==> config.mk <==
export PLATFORM = sky130hd
export DESIGN_NAME = bb_skid_buffer
export DESIGN_NICKNAME = d
export VERILOG_FILES = /design/src/rtl/bb_pkg.sv /design/src/rtl/bb_skid_slot.sv /design/src/rtl/bb_skid_buffer.sv
export SDC_FILE = /design/constraint.sdc
export NUM_CORES = 1
export LEC_CHECK = 0
export BUFFER_PORTS_ARGS = -buffer_cell sky130_fd_sc_hd__buf_2
export CAP_MARGIN = 20
export CORE_MARGIN = 2
export CORE_UTILIZATION = 50
export CTS_CLUSTER_DIAMETER = 30
export DETAILED_ROUTE_END_ITERATION = 16
export GPL_ROUTABILITY_DRIVEN = 0
export PLACE_DENSITY = 0.71
export SLEW_MARGIN = 0
export SYNTH_ARGS = -nofsm -noshare
export SYNTH_HDL_FRONTEND = slang
export SYNTH_HIERARCHICAL = 1
export SYNTH_SLANG_ARGS = --single-unit
export TNS_END_PERCENT = 30
==> constraint.sdc <==
create_clock -name clk_i -period 2.5 [get_ports clk_i]
set_input_delay 0.25 -clock clk_i [delete_from_list [all_inputs] [get_ports clk_i]]
set_output_delay 0.25 -clock clk_i [all_outputs]
set_load 0.01 [all_outputs]
==> src/rtl/bb_pkg.sv <==
// Shared definitions for the bb register-bank skid stage: state encoding
// (main valid in bit 0, skid valid in bit 1) and the handshake fire helper.
package bb_pkg;

  typedef enum logic [1:0] {
    ST_EMPTY = 2'b00,
    ST_BUSY  = 2'b01,
    ST_FULL  = 2'b11
  } bbState_e;

  function automatic logic fire(input logic valid, input logic ready);
    return valid & ready;
  endfunction

endpackage

==> src/rtl/bb_skid_slot.sv <==
// One data register of the skid stage: load enable, synchronous clear to
// RST_VAL and asynchronous active-high reset.
module bb_skid_slot #(
  parameter int            DW      = 8,
  parameter logic [DW-1:0] RST_VAL = '0
) (
  input  logic          clk_i,
  input  logic          rst_i,
  input  logic          clr_i,
  input  logic          load_i,
  input  logic [DW-1:0] d_i,
  output logic [DW-1:0] q_o
);

  logic [DW-1:0] data_q;

  // Clear wins over load so a flush never lets a same-cycle beat in.
  always_ff @(posedge clk_i or posedge rst_i) begin
    if (rst_i) begin
      data_q <= RST_VAL;
    end else if (clr_i) begin
      data_q <= RST_VAL;
    end else if (load_i) begin
      data_q <= d_i;
    end
  end

  assign q_o = data_q;

endmodule

==> src/rtl/bb_skid_buffer.sv <==
// Two-entry valid/ready skid buffer with a registered in_ready and a
// synchronous flush; out_data always comes straight from the main slot.
module bb_skid_buffer
  import bb_pkg::*;
#(
  parameter int            DW      = 8,
  parameter logic [DW-1:0] RST_VAL = '0
) (
  input  logic          clk_i,
  input  logic          rst_i,
  input  logic          flush_i,
  input  logic          in_valid_i,
  output logic          in_ready_o,
  input  logic [DW-1:0] in_data_i,
  output logic          out_valid_o,
  input  logic          out_ready_i,
  output logic [DW-1:0] out_data_o
);

  bbState_e      state_q, state_d;
  logic          inReady_q, inReady_d;
  logic          inFire, outFire;
  logic          mainLoad, mainFromSkid, skidLoad;
  logic [DW-1:0] mainData, skidData, mainD;

  assign out_valid_o = state_q[0];
  assign in_ready_o  = inReady_q;
  assign out_data_o  = mainData;

  assign inFire  = fire(in_valid_i, inReady_q);
  assign outFire = fire(state_q[0], out_ready_i);
  assign mainD   = mainFromSkid ? skidData : in_data_i;

  always_ff @(posedge clk_i or posedge rst_i) begin
    if (rst_i) begin
      state_q   <= ST_EMPTY;
      inReady_q <= 1'b1;
    end else begin
      state_q   <= state_d;
      inReady_q <= inReady_d;
    end
  end

  // The skid slot is only written while main is occupied and not draining,
  // so the older beat always leaves through main first.
  always_comb begin
    state_d      = state_q;
    inReady_d    = inReady_q;
    mainLoad     = 1'b0;
    mainFromSkid = 1'b0;
    skidLoad     = 1'b0;
    if (flush_i) begin
      state_d   = ST_EMPTY;
      inReady_d = 1'b1;
    end else begin
      case (state_q)
        ST_EMPTY: begin
          if (inFire) begin
            state_d  = ST_BUSY;
            mainLoad = 1'b1;
          end
        end
        ST_BUSY: begin
          if (inFire && outFire) begin
            mainLoad = 1'b1;
          end else if (inFire) begin
            state_d   = ST_FULL;
            skidLoad  = 1'b1;
            inReady_d = 1'b0;
          end else if (outFire) begin
            state_d = ST_EMPTY;
          end
        end
        ST_FULL: begin
          if (outFire) begin
            state_d      = ST_BUSY;
            mainLoad     = 1'b1;
            mainFromSkid = 1'b1;
            inReady_d    = 1'b1;
          end
        end
        default: begin
          state_d   = ST_EMPTY;
          inReady_d = 1'b1;
        end
      endcase
    end
  end

  bb_skid_slot #(.DW(DW), .RST_VAL(RST_VAL)) uMainSlot (
    .clk_i  (clk_i),
    .rst_i  (rst_i),
    .clr_i  (flush_i),
    .load_i (mainLoad),
    .d_i    (mainD),
    .q_o    (mainData)
  );

  bb_skid_slot #(.DW(DW), .RST_VAL(RST_VAL)) uSkidSlot (
    .clk_i  (clk_i),
    .rst_i  (rst_i),
    .clr_i  (flush_i),
    .load_i (skidLoad),
    .d_i    (in_data_i),
    .q_o    (skidData)
  );

endmodule
==> flow_summary_export.csv <==
group,metric,value,unit
run_status,outcome,"finished, final reports clean",
setup_path,crit_path_max_fanout,8,
timing,timing.hold.ws,219.5,ps
synth,synth_top_area_share,40.54,%
place,io_buffer_count,22,
floorplan,fp.dieW,51.14,um
clocking,ctsHtreeMaxLevel,1,
setup_path,cpLargestDelayFamily,"simple AND/OR/NAND/NOR gates",
clocking,clockBufferDepth,2,
power_and_ir_drop,p_leak,0.6428,nW
routing,via_per_inst,5.312,
synth,synth_top_family_by_area,"multiplexers",
global_routing,antenna_found_initial,0,
place,dp_cells,152,
floorplan,rows,17,
synth,yosys_warnings,6,
synth,synth_cell_types,23,
clocking,cts.repair.resized,0,
synth,synthAdderAreaFrac,4.505,%
synth,syn_nets,122,
setup_path,start_kind,"flop",
timing,setup_violations,0,
power_and_ir_drop,ir_worst_vdd,0.4513,mV
setup_path,max_stage_delay,570,ps
timing,rsz0062_at_grt,"false",
final_layout,drive_gt1_share,31.01,%
final_layout,antenna_cells,0,
synth,synth_top_area_cell,"dfrtp_1",
global_routing,grt_pass1_vias,764,
final_layout,finish.utilization,59.00,%
final_layout,nets,147,
setup_path,crit_path_end_kind,"flop",
power_and_ir_drop,powerDensity,695.3,nW/um2
setup_path,reg2regPathDepth,6,
synth,synth_compound_area_share,8.896,%
synth,synth_cells,105,
global_routing,grtUsageTotal,18.76,%
clocking,cts_tree,"built",
synth,ys_top_cells_by_area,"dfrtp_1 41%, mux2i_1 14%, mux2_4 11%",
floorplan,dieArea,2615,um2
place,dpl_cell_area,1230,um2
routing,wl_per_cell,13.52,um
timing,slew_viol_final,0,
routing,first_pass_iters,4,
min_path,hold_class,"in -> reg",
timing,worst_slew_pin_slew,488.2,ps
timing,clock_skew,6.394,ps
setup_path,cp.depth,6,
setup_path,critPathKind,"reg -> reg",
setup_path,cp.arrival,2310,ps
synth,synth-simple-area-share,12.05,%
place,dp_hpwl,1.634,mm
synth,yosys.area_share.xor_xnor,0,%
routing,ant_nets,0,
timing,setup_tns,0,ps
global_routing,grt-ovfl-total,0,
synth,avgSynthCellArea,10.58,um2
final_layout,design_area,1267,um2
synth,ys_seq_elements,19,
timing,period_share,85.64,%
clocking,cts-root-buf,"clkbuf_4",
routing,wirelength,2.122,mm
min_path,holdPathStages,3,
clocking,numCtsBuffers,3,
global_routing,grt_pass1_wl,3.615,mm
setup_path,crit_path_top_delay_cell,"or3_1",
place,post-place-ws,394.6,ps
job,maxCapViolCount,0,
timing,timing.fmax,467.1,MHz
timing,finalHoldViolCount,0,
synth,yosysSeqAreaShare,42.91,%
final_layout,instances_no_fill,157,
timing,slew_headroom,67.45,%
clocking,post-cts-setup-buffer-count,0,
synth,syn_area,1111,um2
clocking,cts.sinks,19,
clocking,clk_pin_slew,110,ps
setup_path,worstPathRequired,2670,ps
routing,vias,834,
final_layout,areaGrowthSynthToFinish,14.08,%
clocking,insertion_delay,290,ps
timing,setup_slack,359.1,ps
power_and_ir_drop,power,0.8813,mW
global_routing,grt_max_degree,24,
floorplan,io_pins,23,
setup_path,path_cells,"ha_1, inv_2, or3_1, mux2_4, mux2i_1, nor2_1",
floorplan,core_area,2148,um2
timing,fin_crit,2141,ps
routing,drc,0,
setup_path,crit_buf_inv,1,
synth,synthMuxAreaShare,25.23,%
routing,drtIter0Drc,31,
floorplan,die_h,51.14,um
floorplan,initial_utilization,51.72,%
[flip-flops by register name, summed over array words and instances (netlist names)]
signal and count:
uMainSlot/q_o 8, uSkidSlot/q_o 8, state_q 2, in_ready_o 1
[cell usage in the layout (no fill, tap or decap), types with 3 or more instances in the layout]
master / netlist / layout
buf_2: 0 / 22
nor2_1: 19 / 19
dfrtp_1: 18 / 18
mux2i_1: 16 / 16
mux2_4: 8 / 8
inv_1: 7 / 7
nor3_1: 4 / 4
a21oi_1: 4 / 4
ha_1: 4 / 4
a211oi_1: 3 / 3
clkbuf_4: 0 / 3
[final cells by class]
type,instances,area (um2)
fillers,190,880.8
multi-input cells,73,563.0
flip-flops and latches,19,476.7
repair buffers,25,135.1
well taps,28,35.03
inverters,8,30.03
clock buffers,3,22.52
clock inverters,1,5.005
[cells in the mapped netlist, drive strengths merged]
library cell / n
o32ai: 1
buf: 5
a31oi: 2
inv: 8
mux2: 8
a21oi: 4
nand2: 3
dfrtp: 18
or3: 2
a22o: 1
nand3: 2
a211o: 2
ha: 4
nor3: 4
dfstp: 1
nor2: 19
and2: 1
a21o: 1
a211oi: 3
mux2i: 16
[cells by family (layout without fill, tap and decap cells)]
family / after synthesis / count (layout)
AO/OA/AOI/OAI: 14 / 14
adder cells (fa/ha/maj): 4 / 4
buffers and inverters: 13 / 37
flip-flops: 19 / 19
multiplexers: 24 / 24
AND/OR/NAND/NOR: 31 / 31
[worst register-to-register path, cell delays in order (launching register included)]
cell	delay [ps]
dfrtp_1	450
ha_1	330
inv_2	60
or3_1	570
mux2_4	380
mux2i_1	170
nor2_1	70
[routing by layer]
layer	wire length (um)	vias to the layer above	track usage, %
met5	0	-	0
met4	10	0	6.757
met3	94	2	2.632
met2	923	21	26.84
met1	1092	397	28.63
li1	-	414	-
[power breakdown]
group          internal [mW]  switching, mW
Clock                 0.0594         0.0907
Combinational          0.162          0.189
Sequential             0.347         0.0328
Total                  0.568          0.313
[path summary, 6_finish.rpt]
check	to	from	slack, ps
min in group asynchronous	state_q[1]	rst_i	390
max	uMainSlot/q_o[6]	state_q[0]	360
min	uSkidSlot/q_o[7]	in_data_i[7]	220
max in group asynchronous	uSkidSlot/q_o[2]	rst_i	1790
max reg2reg	uMainSlot/q_o[6]	state_q[0]	360
min reg2reg	uSkidSlot/q_o[3]	uSkidSlot/q_o[3]	530
[timing repair]
| item | CTS | global route |
|---|---|---|
| hold buffers | 1 | 0 |
| endpoints found under the setup margin | 0 | 0 |
| hold endpoints to repair | 18 | 0 |
Power figures use the tool's default switching activity.
